**src/rtl/mbscore_mem_arbiter.sv**
```systemverilog
// mbscore_mem_arbiter: shares one single-port memory between the instruction-fetch
// port and the load/store data port of the multicycle core. One access at a time,
// variable-latency ready handshake, and an abort with bus_err when the memory stalls.
module mbscore_mem_arbiter #(
  parameter int DATA_WIDTH = 32,
  parameter int ADDR_WIDTH = 32,
  parameter int TIMEOUT    = 15,
  parameter int PRIO_DATA  = 1
) (
  input  logic                  clk,
  input  logic                  rst_n,
  input  logic                  i_req,
  input  logic [ADDR_WIDTH-1:0] i_addr,
  output logic                  i_ack,
  output logic [DATA_WIDTH-1:0] i_rdata,
  input  logic                  d_req,
  input  logic                  d_we,
  input  logic [ADDR_WIDTH-1:0] d_addr,
  input  logic [DATA_WIDTH-1:0] d_wdata,
  output logic                  d_ack,
  output logic [DATA_WIDTH-1:0] d_rdata,
  output logic                  bus_err,
  output logic                  mem_en,
  output logic                  mem_we,
  output logic [ADDR_WIDTH-1:0] mem_addr,
  output logic [DATA_WIDTH-1:0] mem_wdata,
  input  logic [DATA_WIDTH-1:0] mem_rdata,
  input  logic                  mem_ready,
  output logic                  busy,
  output logic [1:0]            grant
);

  typedef enum logic [1:0] {S_IDLE, S_ACC_I, S_ACC_D, S_DONE} state_t;

  localparam logic       PRIO_FIXED = (PRIO_DATA != 0);
  // Counter value at which one more stalled cycle means the access is abandoned.
  localparam logic [7:0] TO_LAST    = 8'(TIMEOUT - 1);

  localparam logic [1:0] G_IDLE = 2'b00;
  localparam logic [1:0] G_INSTR = 2'b01;
  localparam logic [1:0] G_DATA = 2'b10;
  localparam logic [1:0] G_DONE = 2'b11;

  state_t                  state_q, state_d;
  logic                    last_d_q, last_d_d;   // 1: previous grant went to data port
  logic                    cur_d_q, cur_d_d;     // 1: access in flight belongs to data port
  logic [7:0]              cnt_q, cnt_d;
  logic                    mem_en_q, mem_en_d;
  logic                    mem_we_q, mem_we_d;
  logic [ADDR_WIDTH-1:0]   mem_addr_q, mem_addr_d;
  logic [DATA_WIDTH-1:0]   mem_wdata_q, mem_wdata_d;
  logic                    i_ack_q, i_ack_d;
  logic [DATA_WIDTH-1:0]   i_rdata_q, i_rdata_d;
  logic                    d_ack_q, d_ack_d;
  logic [DATA_WIDTH-1:0]   d_rdata_q, d_rdata_d;
  logic                    bus_err_q, bus_err_d;
  logic                    busy_q, busy_d;
  logic [1:0]              grant_q, grant_d;
  logic                    pick_data;
  logic                    acc_to;

  // Next-state: arbitration in IDLE, completion/timeout in ACC, bookkeeping in DONE.
  always_comb begin
    // Data wins if alone, or under fixed priority, or if instr was granted last.
    pick_data   = d_req & (~i_req | PRIO_FIXED | ~last_d_q);
    acc_to      = (cnt_q == TO_LAST);

    state_d     = state_q;
    last_d_d    = last_d_q;
    cur_d_d     = cur_d_q;
    cnt_d       = cnt_q;
    mem_en_d    = mem_en_q;
    mem_we_d    = mem_we_q;
    mem_addr_d  = mem_addr_q;
    mem_wdata_d = mem_wdata_q;
    i_rdata_d   = i_rdata_q;
    d_rdata_d   = d_rdata_q;
    i_ack_d     = 1'b0;
    d_ack_d     = 1'b0;
    bus_err_d   = 1'b0;
    grant_d     = grant_q;

    case (state_q)
      S_IDLE: begin
        if (i_req | d_req) begin
          mem_en_d = 1'b1;
          cnt_d    = 8'd0;
          cur_d_d  = pick_data;
          if (pick_data) begin
            state_d     = S_ACC_D;
            grant_d     = G_DATA;
            mem_we_d    = d_we;
            mem_addr_d  = d_addr;
            mem_wdata_d = d_wdata;
          end else begin
            state_d     = S_ACC_I;
            grant_d     = G_INSTR;
            mem_we_d    = 1'b0;
            mem_addr_d  = i_addr;
            mem_wdata_d = '0;
          end
        end
      end
      S_ACC_I, S_ACC_D: begin
        // A ready on the timeout edge still wins: the access completes normally.
        if (mem_ready | acc_to) begin
          state_d   = S_DONE;
          grant_d   = G_DONE;
          mem_en_d  = 1'b0;
          cnt_d     = 8'd0;
          bus_err_d = ~mem_ready;
          if (state_q == S_ACC_I) begin
            i_ack_d   = 1'b1;
            i_rdata_d = mem_ready ? mem_rdata : '0;
          end else begin
            d_ack_d = 1'b1;
            if (!mem_ready)
              d_rdata_d = '0;
            else if (!mem_we_q)
              d_rdata_d = mem_rdata;
          end
        end else begin
          cnt_d = cnt_q + 8'd1;
        end
      end
      S_DONE: begin
        // Requester drops req during the ack cycle, so IDLE never sees it again.
        state_d  = S_IDLE;
        grant_d  = G_IDLE;
        last_d_d = cur_d_q;
      end
      default: begin
        state_d = S_IDLE;
        grant_d = G_IDLE;
      end
    endcase

    busy_d = (state_d != S_IDLE);
  end

  // State and every output are registered; reset clears them all at once.
  always_ff @(posedge clk or negedge rst_n) begin
    if (!rst_n) begin
      state_q     <= S_IDLE;
      last_d_q    <= 1'b0;
      cur_d_q     <= 1'b0;
      cnt_q       <= 8'd0;
      mem_en_q    <= 1'b0;
      mem_we_q    <= 1'b0;
      mem_addr_q  <= '0;
      mem_wdata_q <= '0;
      i_ack_q     <= 1'b0;
      i_rdata_q   <= '0;
      d_ack_q     <= 1'b0;
      d_rdata_q   <= '0;
      bus_err_q   <= 1'b0;
      busy_q      <= 1'b0;
      grant_q     <= G_IDLE;
    end else begin
      state_q     <= state_d;
      last_d_q    <= last_d_d;
      cur_d_q     <= cur_d_d;
      cnt_q       <= cnt_d;
      mem_en_q    <= mem_en_d;
      mem_we_q    <= mem_we_d;
      mem_addr_q  <= mem_addr_d;
      mem_wdata_q <= mem_wdata_d;
      i_ack_q     <= i_ack_d;
      i_rdata_q   <= i_rdata_d;
      d_ack_q     <= d_ack_d;
      d_rdata_q   <= d_rdata_d;
      bus_err_q   <= bus_err_d;
      busy_q      <= busy_d;
      grant_q     <= grant_d;
    end
  end

  assign i_ack     = i_ack_q;
  assign i_rdata   = i_rdata_q;
  assign d_ack     = d_ack_q;
  assign d_rdata   = d_rdata_q;
  assign bus_err   = bus_err_q;
  assign mem_en    = mem_en_q;
  assign mem_we    = mem_we_q;
  assign mem_addr  = mem_addr_q;
  assign mem_wdata = mem_wdata_q;
  assign busy      = busy_q;
  assign grant     = grant_q;

endmodule

```
**config.mk**
```make
export PLATFORM = sky130hd
export DESIGN_NAME = mbscore_mem_arbiter
export DESIGN_NICKNAME = d
export VERILOG_FILES = /design/src/rtl/mbscore_mem_arbiter.sv
export SDC_FILE = /design/constraint.sdc
export NUM_CORES = 1
export LEC_CHECK = 0
export CAP_MARGIN = 40
export CELL_PAD_IN_SITES_DETAIL_PLACEMENT = 0
export CELL_PAD_IN_SITES_GLOBAL_PLACEMENT = 1
export CORE_UTILIZATION = 31
export CTS_CLUSTER_SIZE = 25
export DETAILED_ROUTE_END_ITERATION = 16
export PLACE_DENSITY = 0.77
export SLEW_MARGIN = 20
export SYNTH_ARGS = -nofsm -noshare
export SYNTH_HDL_FRONTEND = slang
export SYNTH_SLANG_ARGS = --single-unit
```
**constraint.sdc**
```tcl
create_clock -name clk -period 2.25 [get_ports clk]
set_input_delay 0.3375 -clock clk [delete_from_list [all_inputs] [get_ports clk]]
set_output_delay 0.3375 -clock clk [all_outputs]
set_load 0.03 [all_outputs]
```
After elaboration in Yosys (flattened, before gate mapping) --
Cells that the tools add are included.
Operators by class: $add $sub $neg 1, equality and inequality tests 7, mux-type cells 27, bitwise logic cells 4, reduce and logical (&&, ||, !) cells 10
Operator list (count):
- $mux W32 | 5
- $mux W8 | 2
- $pmux W8 S2 | 1
- $pmux W2 S3 | 2
- $mux W1 | 11
- $mux W2 | 5
- $add A8 B1 Y8 const B | 1
- $eq A8 B4 Y1 const B | 1
- $ne A2 B2 Y1 const B | 3
- $reduce_and A2 Y1 | 3
- $reduce_and A3 Y1 | 2
- $eq A2 B2 Y1 const B | 2
- $reduce_and A4 Y1 | 1
- $reduce_bool A2 Y1 | 2
- $eq A2 B1 Y1 const B | 1
- $logic_not A2 Y1 | 1
- $not A1 Y1 | 2
- $or A1 B1 Y1 | 2
- $pmux W1 S2 | 1
- $reduce_or A2 Y1 | 1
Word-level totals: flip-flop bits (word level) 146, output and inout bits 136, logic and storage cells 62

Longest topological paths before layout --
Gate-level depths: netlist of the first run.
depth after elaboration 5, depth in mapped cells 8, gate-level depth less buffers 6

Worst setup path after synthesis of the first run --
Ideal clock, no wire load.
kind register to register, start point register cnt_q[0], end point register grant_q[1], in the netlist grant[1], arrival time 1619 ps, required time 2126 ps, slack 507 ps, cell stages (with the launch flop) 8, path buffers 1, clock period less this slack 1743 ps, cells stage by stage dfrtp_1 > inv_1 > ha_1 > and4b_1 > buf_4 > a21oi_1 > nor2_1 > a211o_1
Between the ends: longest elaborated chain between the ends 4
Ends and longest elaborated chain:
- start: declaration | RTL line 47 | logic [7:0] cnt_q, cnt_d;
- start signal: assignment | RTL line 163 | cnt_q <= cnt_d;
- $eq A8 B4 Y1 | RTL line 66 | acc_to = (cnt_q == TO_LAST);
- $or A1 B1 Y1 | RTL line 106 | if (mem_ready | acc_to) begin
- $ne A2 B2 Y1 (no line)
- $reduce_and A2 Y1 (no line)
- end signal: assignment | RTL line 174 | grant_q <= grant_d;
- end: declaration | RTL line 58 | logic [1:0] grant_q, grant_d;
Every way passes these cells. A chain may end at the register's enable or synchronous reset.

Final worst setup path of the first run --
start point register cnt_q[0], end point register i_rdata_q[8], in the netlist i_rdata[8]
Between the ends: longest elaborated chain between the ends 3
Ends and longest elaborated chain:
- $eq A8 B4 Y1 | RTL line 66
- $or A1 B1 Y1 | RTL line 106
- $reduce_and A3 Y1 (no line)
- end signal: assignment | RTL line 169 | i_rdata_q <= i_rdata_d;
- end: declaration | RTL line 53 | logic [DATA_WIDTH-1:0] i_rdata_q, i_rdata_d;
Every way passes these cells.

==> flow_metrics.env, run 1 <==
export IMPL_antenna_left=0
export IMPL_synth_most_common_cell="dfrtp_1"
export IMPL_critPathLaunch="cnt_q[0]"
export IMPL_ios=270
export IMPL_hp_class="in -> async"
export IMPL_drc=9
export IMPL_clk_latency_ps=410
export IMPL_fill_cells=1611
export IMPL_relSlewSlack=0.670
export IMPL_crit_path_start_kind="flop"
export IMPL_vdd_drop_max_uv=773
export IMPL_tightest_slew_ps=495
export IMPL_antenna_found_initial=0
export IMPL_vias=4714
export IMPL_vias_per_cell=4.90
export IMPL_crit_type="reg -> reg"
export IMPL_slowest_stage="nand3b_4"
export IMPL_cts_root_buffer="clkbuf_16"
export IMPL_busiest_layer="met2"
export IMPL_cts_buffer_depth=2
export IMPL_die_width_um=139
export IMPL_r2r_end="i_rdata[8]"
export IMPL_ys_types=39
export IMPL_path_cells="inv_1 > ha_1 > and4b_2 > a21oi_4 > nand3b_4 > a22o_1"
export IMPL_fmax_mhz=483
export IMPL_cts_sinks=146
export IMPL_syn_area_um2=5820
export IMPL_ys_top_cells_by_area="dfrtp_1 63%, a22o_1 15%, mux2i_1 5.5%, o21ai_0 3.4%, nand2_1 2.4%"
export IMPL_post_dp_cell_area_um2=8730
export IMPL_final_core_util=0.512
export IMPL_start_util=0.320
export IMPL_syn2layout_area_growth_pct=60.1
export IMPL_synthArstFlopShare=1.00
export IMPL_ys_flop_type="dfrtp_1"
export IMPL_slew_viol_final=0
export IMPL_grt_use_total=0.182
export IMPL_grt_setup_unrepaired="false"
export IMPL_met2_usage=0.316
export IMPL_numCtsBuffers=17
export IMPL_grt_pass1_wl_um=27400
export IMPL_cts_setup_buffers=0
export IMPL_ys_seq_area_frac=0.627
export IMPL_cts_tree="built"
export IMPL_syn_avg_cell_area_um2=12.8
export IMPL_place_congestion=0.830
export IMPL_ys_ff_latch=146
export IMPL_io_buffers=269
export IMPL_cp_data_required_time_ps=2550
export IMPL_grt_use_met1=0.215
export IMPL_violations="DRC"
export IMPL_drt_total_wl_um=17000
export IMPL_crit_path_end_kind="flop"
export IMPL_h_tree_depth=4
export IMPL_dieArea_um2=19300
export IMPL_globalRouteOverflowTotal=0
export IMPL_layoutNonFillerInstCount=962
export IMPL_num_antenna_cells=0
export IMPL_synth_common_cells="146 x dfrtp_1, 100 x a22o_1, 39 x o21ai_0, 38 x nand2_1, 32 x mux2i_1"
export IMPL_die_h_um=139
export IMPL_syn_nets=592
export IMPL_cp_endpoint="i_rdata[8]"
export IMPL_drtIter0Drc=194
export IMPL_grt_util_met3=0.0532
export IMPL_p_leak_nw=4.16
export IMPL_grt_max_degree=81
export IMPL_synth_edf_count=0
export IMPL_core_um2=18200
export IMPL_cap_violations=0
export IMPL_r2r_slack_ps=180
export IMPL_worstPathMaxFanout=33
export IMPL_synth_top_area_frac=0.627
export IMPL_status="complete, but fails checks"
export IMPL_hold_ws_ps=362
export IMPL_power_density_nw_per_um2=1560
export IMPL_clk_pin_slew_worst_paths_ps=60
export IMPL_yosysWarnings=0
export IMPL_setup_viol=0
export IMPL_post_route_min_period_ps=2070
export IMPL_drive_above_1_share=0.0737
export IMPL_synth_top_area_cell="dfrtp_1"
export IMPL_first_pass_iters=13
export IMPL_fin_skew_ps=5.20
export IMPL_fin_setup_tns_ps=0
export IMPL_dp_cells=929
export IMPL_r2r_start="cnt_q[0]"
export IMPL_row_count=49
export IMPL_wl_per_cell_um=17.6
export IMPL_grt_pass1_vias=5060
export IMPL_r2r_cells=6
export IMPL_crit_arrival_ps=2370
export IMPL_fin_crit_sh=0.921
export IMPL_cpPeakStageDelay_ps=440
export IMPL_hold_violations=0
export IMPL_syn_inst=454
export IMPL_fin_nets=858
export IMPL_dp_hpwl_um=12100
export IMPL_finish_instance_area_um2=9320
final cells by class:
class | count | area (um^2) | area share
tap | 229 | 287 | 0.0307
clock buffer | 17 | 425 | 0.0456
inverter | 4 | 15.0 | 0.00161
timing repair buffer | 280 | 2800 | 0.300
clock inverter | 15 | 149 | 0.0160
sequential | 146 | 3650 | 0.392
multi-input combinational | 271 | 1990 | 0.214
metal layers:
layer	vias to the layer above	wire, um
li1	2207	-
met3	20	887
met2	135	8660
met1	2352	7060
met4	0	364
met5	-	0
layout by cell type, fill, tap and decap left out, types with 2 or more instances in the layout:
cell and instances:
buf_12 2, a21o_1 3, a21oi_1 5, a31oi_1 3
dfrtp_1 146, ha_1 4, inv_1 4, and3_1 2
nor3_1 3, inv_8 2, o21ai_0 39, buf_4 8
nor2b_1 2, nand2_1 38, a22o_1 100, clkbuf_16 17
nand3b_1 2, mux2i_1 32, clkinv_2 2, nor2_1 10
inv_6 6, nand3_1 4, clkinv_4 3, nand2b_1 6
clkdlybuf4s50_1 267
cell families (layout without fill, tap and decap cells):
kind of cell    count (synthesis)  count (layout)  share of synthesized area
buf+inv                        37             316                     0.0335
mux                            33              33                     0.0569
compound gates                158             158                      0.209
flops                         146             146                      0.627
simple gates                   76              76                     0.0647
fa+ha+maj                       4               4                    0.00860
report_power, final:
part           internal, mW  switching, mW  leakage [nW]
logic                  3.17           4.20          2.04
registers              3.78          0.670          1.84
clock network          1.56           1.18         0.283
total                  8.51           6.05          4.16
worst min path at each step:
stage	endpoint	slack [ps]	cells past startpoint	startpoint
after floorplan	bus_err	40	0	rst_n
after global placement	d_rdata[12]	230	1	rst_n
after detailed placement	d_rdata[12]	240	1	rst_n
after CTS	d_rdata[12]	350	2	rst_n
after global routing	d_rdata[12]	380	2	rst_n
final	d_rdata[12]	360	2	rst_n
state kept, by name, indices dropped and copies added (netlist names), 2 cells and up:
register / cells
grant: 2
mem_wdata: 32
d_rdata: 32
cnt_q: 8
i_rdata: 32
state_q: 2
mem_addr: 32
repair_timing:
item | 4_1_cts | 5_1_grt
endpoints found under the setup margin | 0 | 33
endpoints found under the hold margin | 29 | 0
gates resized for setup | 0 | 2
hold buffers | 1 | 0
through the flow:
stage          setup slack [ps]  power [mW]
2_1_floorplan               507        8.69
3_3_place_gp                222        11.8
3_5_place_dp                124        11.9
4_1_cts                     102        14.7
5_1_grt                    1.75        15.4
6_report                    179        14.6
critical path: cells and delay by family (launching register included):
family / cells / cell delay, ps
AO/OA/AOI/OAI: 2 / 480
adder cells (fa/ha/maj): 1 / 150
buffers and inverters: 1 / 100
flip-flops: 1 / 430
AND/OR/NAND/NOR: 2 / 770
Note: power is estimated with default switching activity, not from simulation.
==> inputs of run 2 (changes only) <==
--- a/config.mk
+++ b/config.mk
@@ -12,6 +12,7 @@
 export CTS_CLUSTER_SIZE = 25
 export DETAILED_ROUTE_END_ITERATION = 16
 export PLACE_DENSITY = 0.77
+export RECOVER_POWER = 25
 export SLEW_MARGIN = 20
 export SYNTH_ARGS = -nofsm -noshare
 export SYNTH_HDL_FRONTEND = slang
==> run 2 against run 1 <==
Against the previous run: the run still ends with DRC left; register-to-register slack about the same; clock power barely moved; global-route usage did not move; utilization is 0.082 points lower; cell count is the same; critical path type unchanged; critical endpoint unchanged; highest routed layer unchanged.
==> flow_metrics.env, run 2 (synthesized netlist as in run 1, its figures left out) <==
export IMPL_status="complete, but fails checks"
export IMPL_grt_max_degree=81
export IMPL_relSlewSlack=0.377
export IMPL_fin_crit_sh=0.923
export IMPL_clk_latency_ps=410
export IMPL_syn2layout_area_growth_pct=59.8
export IMPL_path_cells="inv_1 > ha_1 > and4b_2 > a21oi_4 > nand3b_4 > a22o_1"
export IMPL_power_density_nw_per_um2=1560
export IMPL_cts_sinks=146
export IMPL_num_antenna_cells=0
export IMPL_drt_total_wl_um=17000
export IMPL_worstPathMaxFanout=33
export IMPL_place_congestion=0.830
export IMPL_die_width_um=139
export IMPL_io_buffers=269
export IMPL_start_util=0.320
export IMPL_hold_ws_ps=358
export IMPL_fin_ws_ps=174
export IMPL_vdd_drop_max_uv=773
export IMPL_slew_viol_final=0
export IMPL_grt_use_total=0.182
export IMPL_hold_violations=0
export IMPL_hp_class="in -> async"
export IMPL_cap_violations=0
export IMPL_row_count=49
export IMPL_crit_path_end_kind="flop"
export IMPL_violations="DRC"
export IMPL_place_ws_ps=124
export IMPL_grt_pass1_wl_um=27400
export IMPL_dieArea_um2=19300
export IMPL_critPathTopFamily="simple AND/OR/NAND/NOR gates"
export IMPL_tightest_slew_ps=934
export IMPL_p_leak_nw=4.16
export IMPL_drive_above_1_share=0.0737
export IMPL_crit_arrival_ps=2370
export IMPL_finalPower_mw=14.6
export IMPL_grt_setup_unrepaired="false"
export IMPL_wl_per_cell_um=17.6
export IMPL_antenna_found_initial=0
export IMPL_post_route_min_period_ps=2080
export IMPL_fmax_mhz=482
export IMPL_die_h_um=139
export IMPL_core_um2=18200
export IMPL_drtIter0Drc=194
export IMPL_drc=9
export IMPL_cts_root_buffer="clkbuf_16"
export IMPL_fin_nets=858
export IMPL_fin_setup_tns_ps=0
export IMPL_cts_setup_buffers=0
export IMPL_slowest_stage="nand3b_4"
export IMPL_setup_viol=0
export IMPL_crit_type="reg -> reg"
export IMPL_cts_tree="built"
export IMPL_fin_skew_ps=6.28
export IMPL_numCtsBuffers=17
export IMPL_ios=270
export IMPL_vias_per_cell=4.91
export IMPL_post_dp_cell_area_um2=8730
export IMPL_antenna_left=0
export IMPL_grt_pass1_vias=5060
export IMPL_dp_hpwl_um=12100
export IMPL_cpPeakStageDelay_ps=450
export IMPL_critical_path_buf_inv_count=1
export IMPL_final_cell_mix="267 x clkdlybuf4s50_1, 146 x dfrtp_1, 100 x a22o_1, 39 x o21ai_0, 38 x nand2_1"
export IMPL_first_pass_iters=11
export IMPL_cts_buffer_depth=2
export IMPL_h_tree_depth=4
export IMPL_vias=4727
export IMPL_crit_path_start_kind="flop"
export IMPL_globalRouteOverflowTotal=0
export IMPL_final_common_cell="clkdlybuf4s50_1"
export IMPL_clk_pin_slew_worst_paths_ps=60
export IMPL_finish_instance_area_um2=9310
export IMPL_cp_data_required_time_ps=2550
-- run 2: changes by cell type in the layout (fill, tap and decap cells not counted) --
cell      change
clkbuf_4      +1
clkbuf_2      +1
buf_12        -1
buf_4         -1
-- run 2: per-stage QoR --
stage / cells / util
floorplan: 454 / -
global placement: 929 / 0.480
detailed placement: 929 / 0.480
CTS: 962 / 0.512
global route: 962 / 0.511
finish: 962 / 0.511
-- run 2: routing by layer --
layer | GRT usage | wire [um] | up-vias
met1 | 0.215 | 7070 | 2358
met3 | 0.0532 | 892 | 17
li1 | - | - | 2208
met4 | 0.0632 | 321 | 0
met2 | 0.316 | 8700 | 144
met5 | 0 | 0 | -
-- run 2: what timing repair did --
| item | 4_1_cts | 5_1_grt |
|---|---|---|
| endpoints found under the setup margin | 0 | 33 |
| gates resized for setup | 0 | 2 |
| hold buffers | 1 | 0 |
| hold endpoints to repair | 29 | 0 |
-- run 2: path summary, 6_finish.rpt --
kind / startpoint / end / slack, ps / depth (start not counted)
max in group asynchronous: rst_n / mem_wdata[16] / 620 / 3
worst min-delay path: rst_n / d_rdata[12] / 360 / 2
worst max-delay path: cnt_q[0] / i_rdata[8] / 170 / 6
worst max register to register: cnt_q[0] / i_rdata[8] / 170 / 6
min in group clk: d_req / mem_addr[29] / 420 / 3
worst min register to register: mem_addr[16] / mem_addr[16] / 480 / 2
-- run 2: worst reg2reg max path: stages (launching register included) --
cell and delay, ps:
dfrtp_1 430, inv_1 100, ha_1 150, and4b_2 330, a21oi_4 100, nand3b_4 450
a22o_1 390
-- run 2: cell type report --
| class | count | area [um^2] |
|---|---|---|
| Multi-Input combinational cell | 271 | 1990 |
| Fill cell | 1610 | 8900 |
| Sequential cell | 146 | 3650 |
| Tap cell | 229 | 287 |
| Timing Repair Buffer | 280 | 2780 |
| Inverter | 4 | 15.0 |
| Clock buffer | 17 | 425 |
| Clock inverter | 15 | 149 |
-- run 2: where the power goes --
part | switching, mW | internal, mW | total, mW | leakage, nW
logic | 4.21 | 3.17 | 7.38 | 2.03
clock network | 1.17 | 1.56 | 2.73 | 0.283
registers | 0.670 | 3.78 | 4.45 | 1.84
total | 6.05 | 8.51 | 14.6 | 4.16
